==> src/rtl/adder_seq.sv <==
// Multi-cycle adder/subtractor/accumulator: WIDTH-bit operands are summed
// CHUNK bits per enabled cycle, LSB chunk first, behind Start/Busy/Done.
module adder_seq #(
  parameter int unsigned WIDTH = 8,
  parameter int unsigned CHUNK = 2
) (
  input  logic             Clk,
  input  logic             Rst,
  input  logic             En,
  input  logic             Start,
  input  logic [1:0]       Mode,
  input  logic [WIDTH-1:0] A,
  input  logic [WIDTH-1:0] B,
  output logic             Busy,
  output logic             Done,
  output logic [WIDTH-1:0] Sum,
  output logic             Carry,
  output logic             Overflow,
  output logic             Zero
);

  localparam int unsigned N   = WIDTH / CHUNK;
  localparam int unsigned CW  = (N > 1) ? $clog2(N) : 1;
  localparam int unsigned CW1 = CHUNK + 1;

  localparam logic [1:0] MODE_SUB = 2'd1;
  localparam logic [1:0] MODE_ACC = 2'd2;
  localparam logic [1:0] MODE_CLR = 2'd3;

  typedef enum logic [1:0] {
    S_IDLE = 2'd0,
    S_CALC = 2'd1,
    S_DONE = 2'd2
  } state_t;

  state_t state, state_nxt;

  logic [CW-1:0]    cnt;
  logic [WIDTH-1:0] op1;
  logic [WIDTH-1:0] op2;
  logic [WIDTH-1:0] part;
  logic             cy;
  logic             op1_msb;
  logic             op2_msb;

  logic [CHUNK:0]   chunk_sum_c;
  logic [WIDTH-1:0] part_shift_c;
  logic             last_c;
  logic             ovf_c;

  // Low chunk of both operands plus the running carry
  assign chunk_sum_c  = {1'b0, op1[CHUNK-1:0]} + {1'b0, op2[CHUNK-1:0]} + CW1'(cy);
  // New chunk enters at the top; after N chunks the result is fully aligned
  assign part_shift_c = (part >> CHUNK) | (WIDTH'(chunk_sum_c[CHUNK-1:0]) << (WIDTH - CHUNK));
  assign last_c       = (cnt == CW'(N - 1));
  // Operands of equal sign producing a result of the other sign; op2 is ~B for SUB
  assign ovf_c        = (op1_msb == op2_msb) && (part_shift_c[WIDTH-1] != op1_msb);

  // State register
  always_ff @(posedge Clk) begin
    if (Rst) state <= S_IDLE;
    else     state <= state_nxt;
  end

  // Next-state logic; every transition requires En
  always_comb begin
    state_nxt = state;
    if (En) begin
      case (state)
        S_IDLE: if (Start) state_nxt = (Mode == MODE_CLR) ? S_DONE : S_CALC;
        S_CALC: if (last_c) state_nxt = S_DONE;
        S_DONE: state_nxt = S_IDLE;
        default: state_nxt = S_IDLE;
      endcase
    end
  end

  // Datapath, result commit and registered handshake outputs
  always_ff @(posedge Clk) begin
    if (Rst) begin
      cnt      <= '0;
      op1      <= '0;
      op2      <= '0;
      part     <= '0;
      cy       <= 1'b0;
      op1_msb  <= 1'b0;
      op2_msb  <= 1'b0;
      Sum      <= '0;
      Carry    <= 1'b0;
      Overflow <= 1'b0;
      Zero     <= 1'b1;
      Busy     <= 1'b0;
      Done     <= 1'b0;
    end else if (En) begin
      Busy <= (state_nxt != S_IDLE);
      Done <= (state_nxt == S_DONE);
      case (state)
        S_IDLE: begin
          if (Start) begin
            if (Mode == MODE_CLR) begin
              Sum      <= '0;
              Carry    <= 1'b0;
              Overflow <= 1'b0;
              Zero     <= 1'b1;
            end else begin
              op1     <= (Mode == MODE_ACC) ? Sum : A;
              op2     <= (Mode == MODE_SUB) ? ~B : B;
              op1_msb <= (Mode == MODE_ACC) ? Sum[WIDTH-1] : A[WIDTH-1];
              op2_msb <= (Mode == MODE_SUB) ? ~B[WIDTH-1] : B[WIDTH-1];
              cy      <= (Mode == MODE_SUB);
              cnt     <= '0;
              part    <= '0;
            end
          end
        end
        S_CALC: begin
          op1  <= op1 >> CHUNK;
          op2  <= op2 >> CHUNK;
          part <= part_shift_c;
          cy   <= chunk_sum_c[CHUNK];
          cnt  <= cnt + CW'(1);
          if (last_c) begin
            Sum      <= part_shift_c;
            Carry    <= chunk_sum_c[CHUNK];
            Overflow <= ovf_c;
            Zero     <= (part_shift_c == '0);
          end
        end
        default: ;
      endcase
    end
  end

endmodule

==> config.mk <==
export PLATFORM = sky130hd
export DESIGN_NAME = adder_seq
export DESIGN_NICKNAME = d
export VERILOG_FILES = /design/src/rtl/adder_seq.sv
export SDC_FILE = /design/constraint.sdc
export NUM_CORES = 1
export LEC_CHECK = 0
export ABC_AREA = 0
export BUFFER_PORTS_ARGS = -buffer_cell sky130_fd_sc_hd__buf_2
export CAP_MARGIN = 10
export CELL_PAD_IN_SITES_DETAIL_PLACEMENT = 0
export CELL_PAD_IN_SITES_GLOBAL_PLACEMENT = 1
export CORE_ASPECT_RATIO = 1.75
export CORE_MARGIN = 2
export CORE_UTILIZATION = 37
export CTS_CLUSTER_DIAMETER = 80
export CTS_CLUSTER_SIZE = 14
export DETAILED_ROUTE_END_ITERATION = 10
export GPL_TIMING_DRIVEN = 0
export PLACE_DENSITY_LB_ADDON = 0.1
export SLEW_MARGIN = 25
export SYNTH_ARGS = -nofsm -noshare
export SYNTH_HDL_FRONTEND = slang
export SYNTH_SLANG_ARGS = --single-unit
==> constraint.sdc <==
create_clock -name Clk -period 1.9 [get_ports Clk]
set_clock_uncertainty 0.1 [all_clocks]
set_input_delay 0.38 -clock Clk [delete_from_list [all_inputs] [get_ports Clk]]
set_output_delay 0.38 -clock Clk [all_outputs]
set_load 0.005 [all_outputs]
# [Word level (Yosys, flattened, before mapping)]
# Index checks and enable logic that the tools add are counted.
[totals] out_inout_bits=13 inputBits=22 register_bits=44 elab_cells=79
[op_classes] muxes=38 reduce_logical=8 n_eq_ne=12 n_bitwise=4 add_sub_neg=3
[ops] cell="8-bit 2-to-1 mux" count=11
[ops] cell="8-bit case mux with 2 select lines" count=4
[ops] cell="2-bit 2-to-1 mux" count=6
[ops] cell="1-bit 2-to-1 mux" count=11
[ops] cell="2-bit == test (second input constant)" count=4
[ops] cell="8-bit logical NOT" count=1
[ops] cell="2-bit != test (second input constant)" count=4
[ops] cell="8-bit NOT" count=1
[ops] cell="6-bit by 8-bit OR with 8-bit output" count=1
[ops] cell="1-bit case mux with 2 select lines" count=4
[ops] cell="2-bit case mux with 2 select lines" count=2
[ops] cell="4-bit AND reduction" count=2
[ops] cell="5-bit AND reduction" count=1
[ops] cell="2-bit by 1-bit == test with 1-bit output (second input constant)" count=2
[ops] cell="2-bit nonzero test" count=2
[ops] cell="2-bit by 2-bit adder with 3-bit output" count=1
[ops] cell="3-bit by 1-bit adder with 3-bit output" count=1
[ops] cell="2-bit by 1-bit adder with 2-bit output (second input constant)" count=1
[ops] cell="2-bit logical NOT" count=1
[ops] cell="1-bit NOT" count=2
[ops] cell="1-bit == test" count=1
[ops] cell="1-bit logical AND" count=1
[ops] cell="1-bit != test" count=1

# [Logic depth before layout (Yosys ltp)]
# Gate-level depths: netlist of run 1.
[logic_depth] word_depth=7 mapped_depth=7 ltp_nobuf=7

# [Worst setup path before layout of run 1]
# No wires, ideal clock.
[synth_timing] path_type="register to register" startpoint="register op1[0]" endpoint="register Overflow" slack_ps=22 synth_period_minus_slack_ps=1878 n_path_buf=0 required_ps=1668 stages_incl_launch_ff=8 setup_ps=132 arrival_time_ps=1646 path_cell_list="dfxtp_1 > inv_1 > fa_1 > inv_1 > fa_1 > nor3b_1 > o211ai_1 > a21oi_1"
[synth_via] elab_chain_len=7
[synth_lines] element="start: declaration" line="39" rtl="logic [WIDTH-1:0] op1;"
[synth_lines] element="start signal: assignment" line="106" rtl="op1 <= (Mode == MODE_ACC) ? Sum : A;"
[synth_lines] element="start signal: assignment" line="117" rtl="op1 <= op1 >> CHUNK;"
[synth_lines] element="2-bit by 2-bit adder with 3-bit output" line="52" rtl="assign chunk_sum_c = {1'b0, op1[CHUNK-1:0]} + {1'b0, op2[CHUNK-1:0]} + CW1'(cy);"
[synth_lines] element="3-bit by 1-bit adder with 3-bit output" line="52"
[synth_lines] element="6-bit by 8-bit OR with 8-bit output" line="54" rtl="assign part_shift_c = (part >> CHUNK) | (WIDTH'(chunk_sum_c[CHUNK-1:0]) << (WIDTH - CHUNK));"
[synth_lines] element="1-bit != test" line="57" rtl="assign ovf_c = (op1_msb == op2_msb) && (part_shift_c[WIDTH-1] != op1_msb);"
[synth_lines] element="1-bit logical AND" line="57"
[synth_lines] element="1-bit 2-to-1 mux" line="122" rtl="if (last_c) begin"
[synth_lines] element="1-bit case mux with 2 select lines" line="97" rtl="case (state)"
[synth_lines] element="end signal: assignment" line="125" rtl="Overflow <= ovf_c;"
[synth_lines] element="end: declaration" line="18" rtl="output logic Overflow,"
# No other way between the ends. The select of a mux whose other input is x is not followed.
# A chain may end at the register's enable or synchronous reset.

# [Worst setup path after layout of run 1]
[layout_timing] startpoint="register cy" endpoint="register Overflow"
[layout_via] elab_chain_len=6
[layout_lines] element="start: declaration" line="42" rtl="logic cy;"
[layout_lines] element="start signal: assignment" line="110" rtl="cy <= (Mode == MODE_SUB);"
[layout_lines] element="start signal: assignment" line="120" rtl="cy <= chunk_sum_c[CHUNK];"
[layout_lines] element="3-bit by 1-bit adder with 3-bit output" line="52"
[layout_lines] element="6-bit by 8-bit OR with 8-bit output" line="54"
[layout_lines] element="1-bit != test" line="57"
[layout_lines] element="1-bit logical AND" line="57"
[layout_lines] element="1-bit 2-to-1 mux" line="122"
[layout_lines] element="1-bit case mux with 2 select lines" line="97"
# No other way between the ends. The select of a mux whose other input is x is not followed.

==> results of run 1 <==
-- logic make-up (layout without fill, tap and decap cells) --
family	count (synthesis)	count (layout)
simple gates	91	91
compound gates	62	62
flops	42	42
buf+inv	25	68
mux	9	9
xor+xnor	8	8
fa+ha+maj	3	3
-- state kept, by name, indices dropped and copies added, names as in the netlist --
register  cells
Sum           8
op2_msb       1
Overflow      1
state         2
Zero          1
Busy          1
op1           8
Done          1
cnt           2
op1_msb       1
Carry         1
part          6
cy            1
op2           8
-- worst max path at each step --
stage                                    from                    end  slack, ns  depth (start not counted)
final                         cy$_SDFFE_PP0P_  Overflow$_SDFFE_PP0P_      -0.07                          7
after global routing          cy$_SDFFE_PP0P_  Overflow$_SDFFE_PP0P_      -0.12                          7
after CTS                     cy$_SDFFE_PP0P_  Overflow$_SDFFE_PP0P_       -0.1                          7
after detailed placement  op1[0]$_SDFFE_PP0P_  Overflow$_SDFFE_PP0P_      -0.21                          7
after global placement    op1[0]$_SDFFE_PP0P_  Overflow$_SDFFE_PP0P_      -0.19                          7
after floorplan           op1[0]$_SDFFE_PP0P_  Overflow$_SDFFE_PP0P_       0.02                          7
-- repair_timing --
item                                   in CTS  in global routing
setup endpoints to repair                   2                  2
buffers inserted                            2                  0
gates resized for setup                    10                  3
endpoints found under the hold margin       0                  0
pin swaps                                   4                  5
-- per-layer routing --
metal | vias to the layer above | wire [um] | GRT usage [%]
li1 | 900 | - | -
met1 | 842 | 2198 | 21.96
met2 | 27 | 2914 | 35.16
met3 | 6 | 141 | 2.696
met4 | 0 | 78 | 6.818
met5 | - | 0 | 0
-- area by class of cell --
class | instances | area, um^2 | area share (%)
repair buffers | 35 | 180.2 | 7.591
clock buffers | 7 | 76.32 | 3.216
plain buffers | 20 | 105.1 | 4.428
inverters | 5 | 18.77 | 0.7907
flip-flops and latches | 42 | 844.6 | 35.58
clock inverters | 1 | 30.03 | 1.265
well taps | 55 | 68.82 | 2.899
multi-input cells | 173 | 1050 | 44.23
-- report_power, final --
part	total, mW	leakage (nW)	switching [mW]	internal (mW)
Clock	0.702	0.0524	0.308	0.394
Sequential	0.926	0.342	0.0168	0.910
Combinational	0.279	0.571	0.162	0.117
-- cells in the mapped netlist, drive strengths merged --
| cell | n |
|---|---|
| ha | 1 |
| o21bai | 1 |
| a21bo | 1 |
| o21ai | 1 |
| inv | 5 |
| nand2b | 6 |
| o211ai | 1 |
| nor3b | 1 |
| fa | 2 |
| a211oi | 2 |
| a21oi | 41 |
| clkbuf | 7 |
| nor3 | 2 |
| xor2 | 6 |
| xnor2 | 2 |
| buf | 13 |
| a211o | 12 |
| a2111oi | 1 |
| nand3 | 16 |
| mux2i | 7 |
| or2b | 1 |
| nor4 | 1 |
| nor2b | 1 |
| nand2 | 42 |
| nand4b | 1 |
| mux2 | 2 |
| a21o | 2 |
| dfxtp | 42 |
| nor4b | 1 |
| or3 | 1 |
| nor2 | 18 |
-- worst max-delay path, stage by stage, from the launching register on --
cell and delay [ns]:
dfxtp_2 0.33, inv_2 0.04, fa_2 0.37, inv_2 0.06, fa_2 0.47, nor3b_2 0.18
o211ai_1 0.21, a21oi_1 0.09
-- per-stage QoR --
| step | total power, mW | worst slack [ns] |
|---|---|---|
| final | 1.907 | -0.07340 |
| after global routing | 1.991 | -0.1233 |
| after CTS | 1.924 | -0.09841 |
| after detailed placement | 1.210 | -0.2088 |
| after global placement | 1.209 | -0.1946 |
| after floorplan | 1.121 | 0.02210 |
==> impl_metrics.tcl, run 1 <==
set metrics [dict create \
    status "complete, but fails checks" \
    violations "negative setup slack" \
    vias 1775 \
    max_freq_mhz 506.7 \
    finalSetupViolCount 2 \
    setup.worst_path.start_class "register" \
    dr.pass1.iters 4 \
    drv_cap 0 \
    vdd_drop_max_v 0.0003973 \
    layout_common_cells "buf_2, nand2_1, dfxtp_1, a21oi_1, nor2_1" \
    dpl.hpwl_um 3929 \
    worstHoldStart "Start" \
    grt_use_total_pct 19.30 \
    path_class "reg2reg" \
    clk_latency_ns 0.30 \
    synth_largest_area_cell "dfxtp_1" \
    dpl_cell_area_um2 2226 \
    cts_tree "done" \
    reg2reg_depth 7 \
    period_minus_slack_ns 1.973 \
    grt_antenna_before_repair 0 \
    tightestPinTransition_ns 0.6202 \
    area_growth_pct 19.16 \
    synth_nets 265 \
    r2r_start "cy$_SDFFE_PP0P_" \
    design_area_um2 2374 \
    drive_gt1_share_pct 26.86 \
    fin_util_pct 45.55 \
    synth_cell_types 34 \
    die_h_um 101.1 \
    drc 0 \
    chipWidth_um 59.47 \
    rsz0062_at_grt "yes" \
    grt_pass1_wl_um 8569 \
    first_iter_violations 42 \
    synth.area.mux_share_pct 4.648 \
    io_pins 35 \
    row_count 35 \
    diodes 0 \
    p_per_area_nw_per_um2 803.6 \
    fin_setup_tns_ns -0.08822 \
    initial_utilization_pct 38.22 \
    ant_nets 0 \
    clockRootBuffer "clkbuf_8" \
    ys_seq_area_share_pct 42.21 \
    synth-compound-area-share_pct 20.48 \
    gp_congestion 0.7458 \
    setup_ws_ns -0.07340 \
    rrSetupSlack_ns -0.07 \
    hp-class "in2reg" \
    core-area_um2 5211 \
    vias_per_cell 5.251 \
    grt_pass1_vias 1745 \
    cts.sinks 42 \
    yosys.area.top_type_share_pct 42.21 \
    final-max-slew-violation-count 0 \
    p_leak_nw 0.9648 \
    instances_no_fill 338 \
    worstPathMaxFanout 4 \
    end_kind "register" \
    hold_depth 3 \
    wire_per_inst_um 15.78 \
    reg2reg_to "Overflow$_SDFFE_PP0P_" \
    syn_avg_cell_area_um2 8.300 \
    final_common_cell "buf_2" \
    placedCellCount 328 \
    fin_nets 307 \
    min_to "Busy$_SDFFE_PP0P_" \
    post-route-period-util_pct 103.9 \
    fillerInstances 559 \
    max-slew-margin-rel_pct 58.66 \
    synth-xor-area-share_pct 3.518 \
    port_buffers 33 \
    ctsHoldBuffers 0 \
    yosys_warnings 0 \
    synth_seq_cells 42 \
    syn_inst 240 \
    timing.hold.ws_ns 0.2835 \
    arrival_ns 2.04 \
    grt-ovfl-total 0 \
    syn_area_um2 1992 \
    dieArea_um2 6010 \
    hold_viol 0 \
    wl_um 5332 \
    synth.area.top_cells "dfxtp_1, a21oi_1, nand2_1" \
    cts_buffers 5 \
    cts-htree-levels 2 \
    grt_max_degree 13 \
    synth-simple-area-share_pct 20.29 \
    synth_top_family_by_area "compound AO/OA/AOI/OAI gates" \
    clk_pin_slew_ns 0.08 \
    synth_fa_ha_area_share_pct 2.638 \
    crit_required_ns 1.97 \
    clockBufferDepth 2 \
]
(Power assumes the default switching activity.)
==> run 2, diff against run 1 <==
--- a/config.mk
+++ b/config.mk
@@ -5,19 +5,20 @@
 export SDC_FILE = /design/constraint.sdc
 export NUM_CORES = 1
 export LEC_CHECK = 0
-export ABC_AREA = 0
+export ABC_AREA = 1
 export BUFFER_PORTS_ARGS = -buffer_cell sky130_fd_sc_hd__buf_2
 export CAP_MARGIN = 10
 export CELL_PAD_IN_SITES_DETAIL_PLACEMENT = 0
 export CELL_PAD_IN_SITES_GLOBAL_PLACEMENT = 1
 export CORE_ASPECT_RATIO = 1.75
 export CORE_MARGIN = 2
-export CORE_UTILIZATION = 37
+export CORE_UTILIZATION = 35
 export CTS_CLUSTER_DIAMETER = 80
 export CTS_CLUSTER_SIZE = 14
 export DETAILED_ROUTE_END_ITERATION = 10
 export GPL_TIMING_DRIVEN = 0
 export PLACE_DENSITY_LB_ADDON = 0.1
+export SETUP_SLACK_MARGIN = 0.2
 export SLEW_MARGIN = 25
 export SYNTH_ARGS = -nofsm -noshare
 export SYNTH_HDL_FRONTEND = slang
==> impl_metrics.tcl, run 2 <==
set metrics [dict create \
    max-slew-margin-rel_pct 53.61 \
    ctsHoldBuffers 0 \
    layout_common_cells "nand2_1, nor2_1, buf_2, dfxtp_1, inv_1" \
    final-max-slew-violation-count 0 \
    worstPathMaxFanout 3 \
    fin_util_pct 43.32 \
    path_buf_inv 3 \
    row_count 39 \
    path_class "reg2reg" \
    port_buffers 33 \
    synthTopCellsByCount "nand2_1, nor2_1, inv_1, dfxtp_1, a21oi_1" \
    grt_max_degree 15 \
    drc 0 \
    clk_latency_ns 0.29 \
    cpMostUsedCell "nand2_1" \
    drv_cap 0 \
    synth.area.mux_share_pct 0 \
    met2_length_um 3620 \
    area_growth_pct 20.74 \
    fin_setup_tns_ns 0 \
    routed.top_layer "met4" \
    synth_largest_area_cell "dfxtp_1" \
    syn_area_um2 2328 \
    p_per_area_nw_per_um2 909.7 \
    setup.worst_path.start_class "register" \
    fin_nets 440 \
    cts-htree-levels 2 \
    synth_nets 398 \
    vias_per_cell 4.639 \
    finalSetupViolCount 0 \
    synth_cell_types 22 \
    synth_top_family_by_area "simple AND/OR/NAND/NOR gates" \
    cts.sinks 42 \
    cpMaxStageDelayCell "fa_2" \
    grt_pass1_wl_um 11270 \
    reg_top3 "Sum x8, op1 x8, op2 x8" \
    crit_required_ns 2.03 \
    rsz0062_at_grt "yes" \
    drive_gt1_share_pct 18.27 \
    diodes 0 \
    gp_congestion 0.8129 \
    ys_seq_area_share_pct 36.11 \
    chipWidth_um 65.66 \
    arrival_ns 2.01 \
    max_freq_mhz 531.2 \
    dpl.hpwl_um 5185 \
    synth_seq_cells 42 \
    core-area_um2 6490 \
    async_flop_share_pct 0 \
    synth.area.top_cells "dfxtp_1, nand2_1, nor2_1" \
    grt_pass1_vias 2121 \
    grt-ovfl-total 0 \
    synth-simple-area-share_pct 42.56 \
    fillerInstances 706 \
    slowest_delay_ns 0.45 \
    hp-class "in2reg" \
    tightestPinTransition_ns 0.6934 \
    crit_chain "inv_2 -> fa_2 -> inv_2 -> fa_2 -> inv_2 -> nand2_1 -> nor2_1 -> nand2_1 -> nand2_1 -> nand2_1 -> nand3_1" \
    initial_utilization_pct 35.88 \
    vdd_drop_max_v 0.0006404 \
    clockBufferDepth 2 \
    final_common_cell "nand2_1" \
    setup_ws_ns 0.01758 \
    period_minus_slack_ns 1.882 \
    first_iter_violations 104 \
    synth_edf_count 0 \
    io_pins 35 \
    synth-xor-area-share_pct 0 \
    critPathTopFamily "adder cells" \
    yosys_warnings 0 \
    grt_use_total_pct 20.52 \
    finalPower_mw 2.557 \
    dr.pass1.iters 4 \
    wl_um 7018 \
    clk_pin_slew_ns 0.06 \
    yosys.area.top_type_share_pct 36.11 \
    synth_ff_type "dfxtp_1" \
    grt_antenna_before_repair 0 \
    die_h_um 111.9 \
    p_leak_nw 1.386 \
    hold_viol 0 \
    vias 2310 \
    wl_met1_um 3017 \
    synth-compound-area-share_pct 6.609 \
    cts_tree "done" \
    clockRootBuffer "clkbuf_16" \
    synth_fa_ha_area_share_pct 2.257 \
    end_kind "register" \
    pre_cts_ws_ns -0.04936 \
    syn_inst 373 \
    wire_per_inst_um 14.09 \
    route.met3.wl_um 279 \
    status "completed" \
    cts_buffers 5 \
    synth.most_common_cell "nand2_1" \
    syn_avg_cell_area_um2 6.243 \
    post-route-period-util_pct 99.07 \
    dieArea_um2 7347 \
    ant_nets 0 \
]
[run 2: cell families after synthesis]
group	count (synthesis)
AOI/OAI and AO/OA	30
buffers and inverters	65
and+or+nand+nor	233
DFF	42
adders and majority gates	3
[run 2: per-layer routing]
metal | track usage, % | vias up
li1 | - | 1237
met3 | 3.939 | 8
met4 | 7.639 | 0
met2 | 34.55 | 42
met1 | 25.38 | 1023
met5 | 0 | -
[run 2: layout make-up]
| cell class | instances | area [um^2] | share of cell area (%) |
|---|---|---|---|
| flip-flops and latches | 42 | 842.1 | 29.95 |
| well taps | 82 | 102.6 | 3.649 |
| plain buffers | 18 | 113.9 | 4.050 |
| clock buffers | 5 | 125.1 | 4.450 |
| multi-input cells | 266 | 1202 | 42.77 |
| clock inverters | 3 | 68.82 | 2.448 |
| inverters | 47 | 176.4 | 6.275 |
| repair buffers | 35 | 180.2 | 6.409 |
[run 2: path summary, 6_finish.rpt]
path                                         from             endpoint  slack [ns]  cells after the start
worst min register to register  Done$_SDFFE_PP0P_    Done$_SDFFE_PP0P_        0.36                      2
worst max-delay path              cy$_SDFFE_PP0P_    Zero$_SDFFE_PP1P_        0.02                     11
worst min-delay path                          Rst  state[1]$_SDFF_PP0_        0.26                      2
worst max register to register    cy$_SDFFE_PP0P_    Zero$_SDFFE_PP1P_        0.02                     11
[run 2: what timing repair did]
| action | in CTS | in global routing |
|---|---|---|
| setup endpoints to repair | 3 | 4 |
| resized for setup | 2 | 0 |
| cloned | 0 | 0 |
| buffers inserted | 2 | 0 |
| pin swaps | 5 | 4 |
[run 2: metrics by stage]
step | hold slack, ns | cells | cell area (um^2)
2_1_floorplan | 0.3396 | 373 | 2332
3_3_place_gp | 0.3506 | 488 | 2600
3_5_place_dp | 0.3498 | 488 | 2600
4_1_cts | 0.2616 | 498 | 2811
5_1_grt | 0.2740 | 498 | 2811
6_report | 0.2637 | 498 | 2811
[run 2: report_power, final]
| group | switching (mW) | leakage, nW | total, mW | internal [mW] |
|---|---|---|---|---|
| Clock | 0.363 | 0.0940 | 1.12 | 0.755 |
| Combinational | 0.301 | 0.949 | 0.475 | 0.173 |
| Sequential | 0.0307 | 0.343 | 0.964 | 0.933 |
| Total | 0.695 | 1.39 | 2.56 | 1.86 |
==> run 3, diff against run 2 <==
--- a/config.mk
+++ b/config.mk
@@ -9,10 +9,10 @@
 export BUFFER_PORTS_ARGS = -buffer_cell sky130_fd_sc_hd__buf_2
 export CAP_MARGIN = 10
 export CELL_PAD_IN_SITES_DETAIL_PLACEMENT = 0
-export CELL_PAD_IN_SITES_GLOBAL_PLACEMENT = 1
+export CELL_PAD_IN_SITES_GLOBAL_PLACEMENT = 2
 export CORE_ASPECT_RATIO = 1.75
 export CORE_MARGIN = 2
-export CORE_UTILIZATION = 35
+export CORE_UTILIZATION = 27
 export CTS_CLUSTER_DIAMETER = 80
 export CTS_CLUSTER_SIZE = 14
 export DETAILED_ROUTE_END_ITERATION = 10
==> impl_metrics.tcl, run 3 (synthesized netlist as in run 2, its figures left out) <==
set metrics [dict create \
    critPathLaunch "cy$_SDFFE_PP0P_" \
    cts_tree "done" \
    clockBufferDepth 2 \
    port_buffers 33 \
    period_minus_slack_ns 1.900 \
    drive_gt1_share_pct 19.28 \
    tightestPinTransition_ns 0.7211 \
    wl_um 7673 \
    worstHoldStart "Rst" \
    vias 2329 \
    ant_nets 0 \
    layout_common_cells "nand2_1, nor2_1, buf_2, dfxtp_1, inv_1" \
    finalPower_mw 2.350 \
    drc 0 \
    r2r_start "cy$_SDFFE_PP0P_" \
    multi_input_comb_area_um2 1211 \
    dpl_cell_area_um2 2641 \
    first_iter_violations 112 \
    status "completed" \
    grt_antenna_before_repair 0 \
    grt_pass1_wl_um 12340 \
    gp_congestion 0.7726 \
    p_int_mw 1.629 \
    fin_setup_tns_ns 0 \
    grt_use_total_pct 17.91 \
    clk_latency_ns 0.29 \
    final-max-slew-violation-count 0 \
    pwr-share-comb_pct 20.8 \
    diodes 0 \
    fillerInstances 966 \
    crit_required_ns 1.99 \
    placedCellCount 521 \
    arrival_ns 1.99 \
    design_area_um2 2815 \
    initial_utilization_pct 28.01 \
    cts-htree-levels 2 \
    met2_usage_pct 31.88 \
    die_h_um 126.9 \
    rsz0062_at_grt "yes" \
    fin_util_pct 33.87 \
    dieArea_um2 9412 \
    instances_no_fill 530 \
    final_common_cell "nand2_1" \
    vdd_drop_max_v 0.0003626 \
    finalSetupViolCount 0 \
    timing.hold.ws_ns 0.2630 \
    clockRootBuffer "clkbuf_16" \
    seqCellArea_um2 843.3 \
    p_leak_nw 1.362 \
    setup_ws_ns 0.0002085 \
    wire_per_inst_um 14.48 \
    hp-class "in2reg" \
    ctsHoldBuffers 0 \
    cts_buffers 5 \
    grt.busiest_layer "met2" \
    area_growth_pct 20.90 \
    post-route-period-util_pct 99.99 \
    grt-ovfl-total 0 \
    max-slew-margin-rel_pct 51.75 \
    row_count 44 \
    max_freq_mhz 526.4 \
    worstPathMaxFanout 3 \
    switchingPower_mw 0.7200 \
    end_kind "register" \
    p_per_area_nw_per_um2 834.6 \
    pwr-share-clk_pct 38.1 \
    globalRouteMet3Util_pct 2.542 \
    pwr-share-seq_pct 41.1 \
    io_pins 35 \
    grt_pass1_vias 2277 \
    pre_cts_ws_ns -0.1356 \
    dr.pass1.iters 4 \
    globalRouteMet1Util_pct 21.71 \
    cts.sinks 42 \
    dpl.hpwl_um 5714 \
    sw_frac_of_total_pct 30.65 \
    clk_pin_slew_ns 0.06 \
    core-area_um2 8313 \
    vias_per_cell 4.394 \
    drv_cap 0 \
    setup.worst_path.start_class "register" \
    fin_nets 439 \
    grt_max_degree 14 \
    chipWidth_um 74.20 \
    hold_viol 0 \
    path_class "reg2reg" \
    reg_top3 "Sum x8, op1 x8, op2 x8" \
]
run 3: changes by cell type in the layout (fill, tap and decap cells not counted), sizes merged:
cell      before  now
buf           50   49
bufinv         2    0
clkbuf         8    9
clkinvlp       0    1
run 3: power by group through the flow:
stage | Combinational (mW) | Sequential [mW] | Clock, mW
2_1_floorplan | 0.318 | 0.978 | 0
3_3_place_gp | 0.472 | 0.985 | 0
3_5_place_dp | 0.473 | 0.986 | 0
4_1_cts | 0.487 | 0.967 | 0.920
5_1_grt | 0.556 | 0.972 | 0.946
6_report | 0.488 | 0.966 | 0.895
run 3: layout make-up:
class / count / share of cell area (%)
multi-input combinational: 266 / 43.02
tap: 115 / 5.111
sequential: 42 / 29.96
buffer: 18 / 4.044
clock buffer: 6 / 4.933
clock inverter: 2 / 0.4444
timing repair buffer: 34 / 6.133
inverter: 47 / 6.356
run 3: timing repair:
action,4_1_cts,5_1_grt
setup endpoints to repair,3,4
buffers inserted,1,0
pin swaps,5,7
resized for setup,5,3
run 3: worst paths after layout:
path,end,slack [ns],cells after the start
worst max-delay path,Overflow$_SDFFE_PP0P_,0.0002,10
worst min-delay path,state[1]$_SDFF_PP0_,0.26,2
worst max register to register,Overflow$_SDFFE_PP0P_,0.0002,10
worst min register to register,Busy$_SDFFE_PP0P_,0.37,2
run 3: metal layers:
metal / share of wire [%] / vias to the layer above / wire length (um)
met1: 43 / 1055 / 3282
met3: 2.4 / 7 / 184
met4: 1.3 / 0 / 101
li1: - / 1240 / -
met2: 53 / 27 / 4105
met5: 0 / - / 0
run 3: worst max-delay path: stages, from the launching register on:
cell	delay [ns]
dfxtp_2	0.32
inv_2	0.04
fa_2	0.37
inv_2	0.07
fa_2	0.47
inv_4	0.10
nor2_1	0.04
nand2_1	0.07
a21oi_2	0.06
nor2_2	0.10
nor2_1	0.04
